File: src/rtl/rota_derecha_secuencial.sv
// Bit-serial decoder: undoes a rotate-left (by rotating right) or a logical
// shift-right (by shifting left, zero fill), one bit-step per clock.
module rota_derecha_secuencial #(
    parameter int ANCHO      = 8,
    parameter int ANCHO_CANT = $clog2(ANCHO)
) (
    input  logic                  Reloj,
    input  logic                  Reinicio_n,
    input  logic [ANCHO-1:0]      Entrada,
    input  logic [ANCHO_CANT-1:0] Cantidad,
    input  logic                  Modo,
    input  logic                  Inicio,
    output logic                  Listo,
    output logic                  Ocupado,
    output logic [ANCHO-1:0]      Salida,
    output logic                  Valido,
    input  logic                  Acepta,
    output logic [7:0]            Operaciones
);

    typedef enum logic [1:0] {
        ESPERA   = 2'd0,
        DESPLAZA = 2'd1,
        ENTREGA  = 2'd2
    } estado_t;

    localparam logic [ANCHO_CANT-1:0] UNO = ANCHO_CANT'(1);

    estado_t               estado_q;
    logic [ANCHO-1:0]      trabajo_q;
    logic [ANCHO_CANT-1:0] cuenta_q;
    logic                  modo_q;
    logic [7:0]            ops_q;

    always_ff @(posedge Reloj or negedge Reinicio_n) begin
        if (!Reinicio_n) begin
            estado_q  <= ESPERA;
            trabajo_q <= '0;
            cuenta_q  <= '0;
            modo_q    <= 1'b0;
            ops_q     <= 8'd0;
        end else begin
            case (estado_q)
                ESPERA: begin
                    if (Inicio) begin
                        trabajo_q <= Entrada;
                        cuenta_q  <= Cantidad;
                        modo_q    <= Modo;
                        estado_q  <= (Cantidad == '0) ? ENTREGA : DESPLAZA;
                    end
                end
                DESPLAZA: begin
                    if (modo_q)
                        trabajo_q <= {trabajo_q[ANCHO-2:0], 1'b0};
                    else
                        trabajo_q <= {trabajo_q[0], trabajo_q[ANCHO-1:1]};
                    cuenta_q <= cuenta_q - UNO;
                    if (cuenta_q == UNO)
                        estado_q <= ENTREGA;
                end
                ENTREGA: begin
                    if (Acepta) begin
                        ops_q    <= ops_q + 8'd1;
                        estado_q <= ESPERA;
                    end
                end
                default: estado_q <= ESPERA;
            endcase
        end
    end

    // The working register only changes when leaving ESPERA, so in ESPERA it
    // still holds the last delivered result and can drive Salida directly.
    assign Salida      = trabajo_q;
    assign Listo       = (estado_q == ESPERA);
    assign Ocupado     = (estado_q == DESPLAZA);
    assign Valido      = (estado_q == ENTREGA);
    assign Operaciones = ops_q;

endmodule

File: config.mk
export PLATFORM = sky130hd
export DESIGN_NAME = rota_derecha_secuencial
export DESIGN_NICKNAME = d
export VERILOG_FILES = /design/src/rtl/rota_derecha_secuencial.sv
export SDC_FILE = /design/constraint.sdc
export NUM_CORES = 1
export LEC_CHECK = 0
export ABC_AREA = 1
export CELL_PAD_IN_SITES_DETAIL_PLACEMENT = 1
export CELL_PAD_IN_SITES_GLOBAL_PLACEMENT = 1
export CORE_MARGIN = 4
export CORE_UTILIZATION = 33
export CTS_CLUSTER_SIZE = 40
export DETAILED_ROUTE_END_ITERATION = 12
export HOLD_SLACK_MARGIN = 0.1
export PLACE_DENSITY = 0.8
export SLEW_MARGIN = 20
export SYNTH_ARGS = -nofsm -noshare
export SYNTH_HDL_FRONTEND = slang
export SYNTH_SLANG_ARGS = --single-unit
File: constraint.sdc
create_clock -name Reloj -period 1.42 [get_ports Reloj]
set_input_delay 0.284 -clock Reloj [delete_from_list [all_inputs] [get_ports Reloj]]
set_output_delay 0.284 -clock Reloj [all_outputs]
set_load 0.01 [all_outputs]
==> qor.yml <==
outcome: "finished, final reports clean"
syn_area_mm2: 0.00129
path_buf_inv: 2
ant_nets: 0
cts_buffers: 3
grt_pass1_vias: 1365
initial_core_util_pct: 34.7
crit_path_top_delay_cell: "dfrtp_2"
yosysUniqueCellTypes: 25
clockBufferDepth: 2
num_vias: 1320
leakagePower_nw: 1.00
die_x_um: 70.6
fp.dieH_um: 70.6
drcViolationCount: 0
cap_viol_max_count: 0
cellPowerDensity_mw_per_mm2: 2030
dp_cells: 276
nFillCells: 496
syn-num-nets: 197
drtPass1Iterations: 4
path_cells: "buf_4, nor2_2, buf_2"
cp.arrival_ns: 1.09
worst_pin_slew_ns: 0.410
ys_ff_latch: 22
grt_pass1_wl_um: 6270
hp-class: "in -> async"
slowest_delay_ns: 0.46
track_usage_pct: 15.7
start_kind: "flip-flop"
syn_inst: 178
drive_gt1_share_pct: 18.6
fin_ws_ns: 0.0471
cts_root_buf: "clkbuf_8"
multi_input_area_um2: 629
hold_viol: 0
cpLargestDelayFamily: "flip-flops"
insertion_delay_ns: 0.27
finalCritPeriodShare_pct: 96.7
grt_max_degree: 23
critPathLaunch: "estado_q[1]"
htreeDepth: 1
synth-seq-area-share_pct: 42.6
power_frac_seq_pct: 28.6
final_max_slew_viol_count: 0
reg2reg_from: "estado_q[0]"
cts.reportedPaths.clkPinSlew_ns: 0.09
skew_ns: 0.00582
hpwl_um: 2830
layoutNonFillerInstCount: 284
core_area_mm2: 0.00372
critPathRequiredTime_ns: 1.14
globalplace.congestion: 0.787
intPower_mw: 2.22
cts_tree: "done"
syn_to_final_growth_pct: 46.0
routedWlPerCell_um: 13.1
dp_worst_setup_slack_ns: -0.0897
clock_power_share_pct: 15.7
rows: 22
crit_fanout: 5
fin_crit_ns: 1.37
grt_antenna_before_repair: 0
dr.first_iter.drc_count: 76
io_buffers: 34
viasPerCell: 4.65
ir_worst_vdd_uv: 1190
switchingPower_mw: 1.61
synth_area_per_cell_um2: 7.25
end_kind: "output pin"
finalNetCount: 256
overflow: 0
synth_warnings: 0
die_area_mm2: 0.00498
timing.fmax_mhz: 728
seq_area_um2: 553
clock-sinks: 22
maxSlewHeadroom_pct: 72.5
rsz0062_at_grt: "yes"
setup_viol: 0
io_pins: 35
path_class: "reg -> out"
holdBufCountCts: 0
swShare_pct: 42.0
routed_wl_um: 3730
p_comb_share_pct: 55.8
antenna_cells: 0
[cell families after synthesis]
family / count (synthesis) / synth area share, %
simple gates: 102 / 32.9
compound gates: 21 / 10.1
xor+xnor: 3 / 2.04
buf+inv: 27 / 9.40
fa+ha+maj: 3 / 2.91
flops: 22 / 42.6
[registers in the layout (all words and copies together) (netlist names)]
name	count
Operaciones	8
Salida	8
cuenta_q	3
estado_q	2
modo_q	1
[power groups by stage]
stage	clock network, mW	logic, mW	registers [mW]
final	0.599	2.13	1.09
after global routing	0.641	2.40	1.14
after CTS	0.613	2.17	1.09
after detailed placement	0	2.21	1.12
after global placement	0	2.14	1.11
after floorplan	0	1.16	1.15
[layout by cell type, fill, tap and decap left out, types with 2 or more instances in the layout]
cell type	Yosys	layout
nand2_1	76	75
buf_4	1	24
inv_1	22	22
dfrtp_1	22	20
dlygate4sd2_1	0	16
clkdlybuf4s50_1	0	15
o21ai_0	12	11
nand3_1	10	10
nor2_1	10	7
nor2_2	0	3
o211ai_1	3	3
ha_1	3	3
clkbuf_8	0	3
xor2_1	2	2
nand2_2	1	2
o21ai_1	1	2
a21oi_1	2	2
dfrtp_2	0	2
buf_2	1	2
[cells in the mapped netlist]
library cell | count | area [µm²]
a21oi_1 | 2 | 10.0
a21oi_4 | 1 | 16.3
buf_2 | 1 | 5.00
buf_4 | 1 | 7.51
buf_6 | 2 | 22.5
dfrtp_1 | 22 | 551
ha_1 | 3 | 37.5
inv_1 | 22 | 82.6
inv_2 | 1 | 3.75
nand2_1 | 76 | 285
nand2_2 | 1 | 6.26
nand3_1 | 10 | 50.1
nand3_4 | 1 | 17.5
nand4_1 | 1 | 6.26
nor2_1 | 10 | 37.5
nor2_4 | 1 | 11.3
nor3_1 | 1 | 5.00
o211ai_1 | 3 | 22.5
o21ai_0 | 12 | 60.1
o21ai_1 | 1 | 5.00
o21ai_2 | 1 | 8.76
o21bai_1 | 1 | 7.51
or2_2 | 1 | 6.26
xnor2_1 | 1 | 8.76
xor2_1 | 2 | 17.5
[metal layers]
layer	vias up	share of wire, %	track usage (%)
met5	-	0	0
met4	0	1.5	5.01
met3	4	3.2	2.56
met2	21	51	26.4
met1	627	45	20.6
li1	668	-	-
[path summary, 6_finish.rpt]
path | endpoint | slack (ns) | depth (start not counted)
setup / recovery | Listo | 0.05 | 3
hold / removal | Salida[5] | 0.37 | 2
setup reg to reg | cuenta_q[2] | 0.09 | 4
hold reg to reg | Salida[7] | 0.53 | 2
max in group asynchronous | estado_q[1] | 0.79 | 2
min in group Reloj | Salida[7] | 0.53 | 2
[worst register-to-register path, stage by stage, from the launching register on]
cell and delay [ns]:
dfrtp_2 0.45, buf_4 0.15, nor3_1 0.37, nand2_1 0.13
o211ai_1 0.14
[stage by stage]
step	instance area, µm²	utilization (%)	total power [mW]	hold WS (ns)	setup TNS, ns
after floorplan	1290	-	2.31	-0.0116	0
after global placement	1810	48.6	3.24	0.508	-0.356
after detailed placement	1810	48.6	3.34	0.523	-0.745
after CTS	1880	50.7	3.87	0.373	-0.00784
after global routing	1890	50.7	4.18	0.385	-0.0157
final	1890	50.7	3.82	0.373	0
[cell type report]
type                       instances  area share [%]
clock buffer                       3            2.19
clock inverter                     1            1.59
inverter                          23            4.58
multi-input combinational        129            33.4
sequential                        22            29.3
tap                               48            3.19
timing repair buffer              58            25.7
[repair_timing]
action | in CTS | in global routing
endpoints found under the hold margin | 0 | 0
resized for setup | 24 | 10
gates cloned | 0 | 0
pin swaps | 0 | 1
buffers inserted | 3 | 1
setup endpoints to repair | 19 | 6
(Power assumes the default switching activity.)
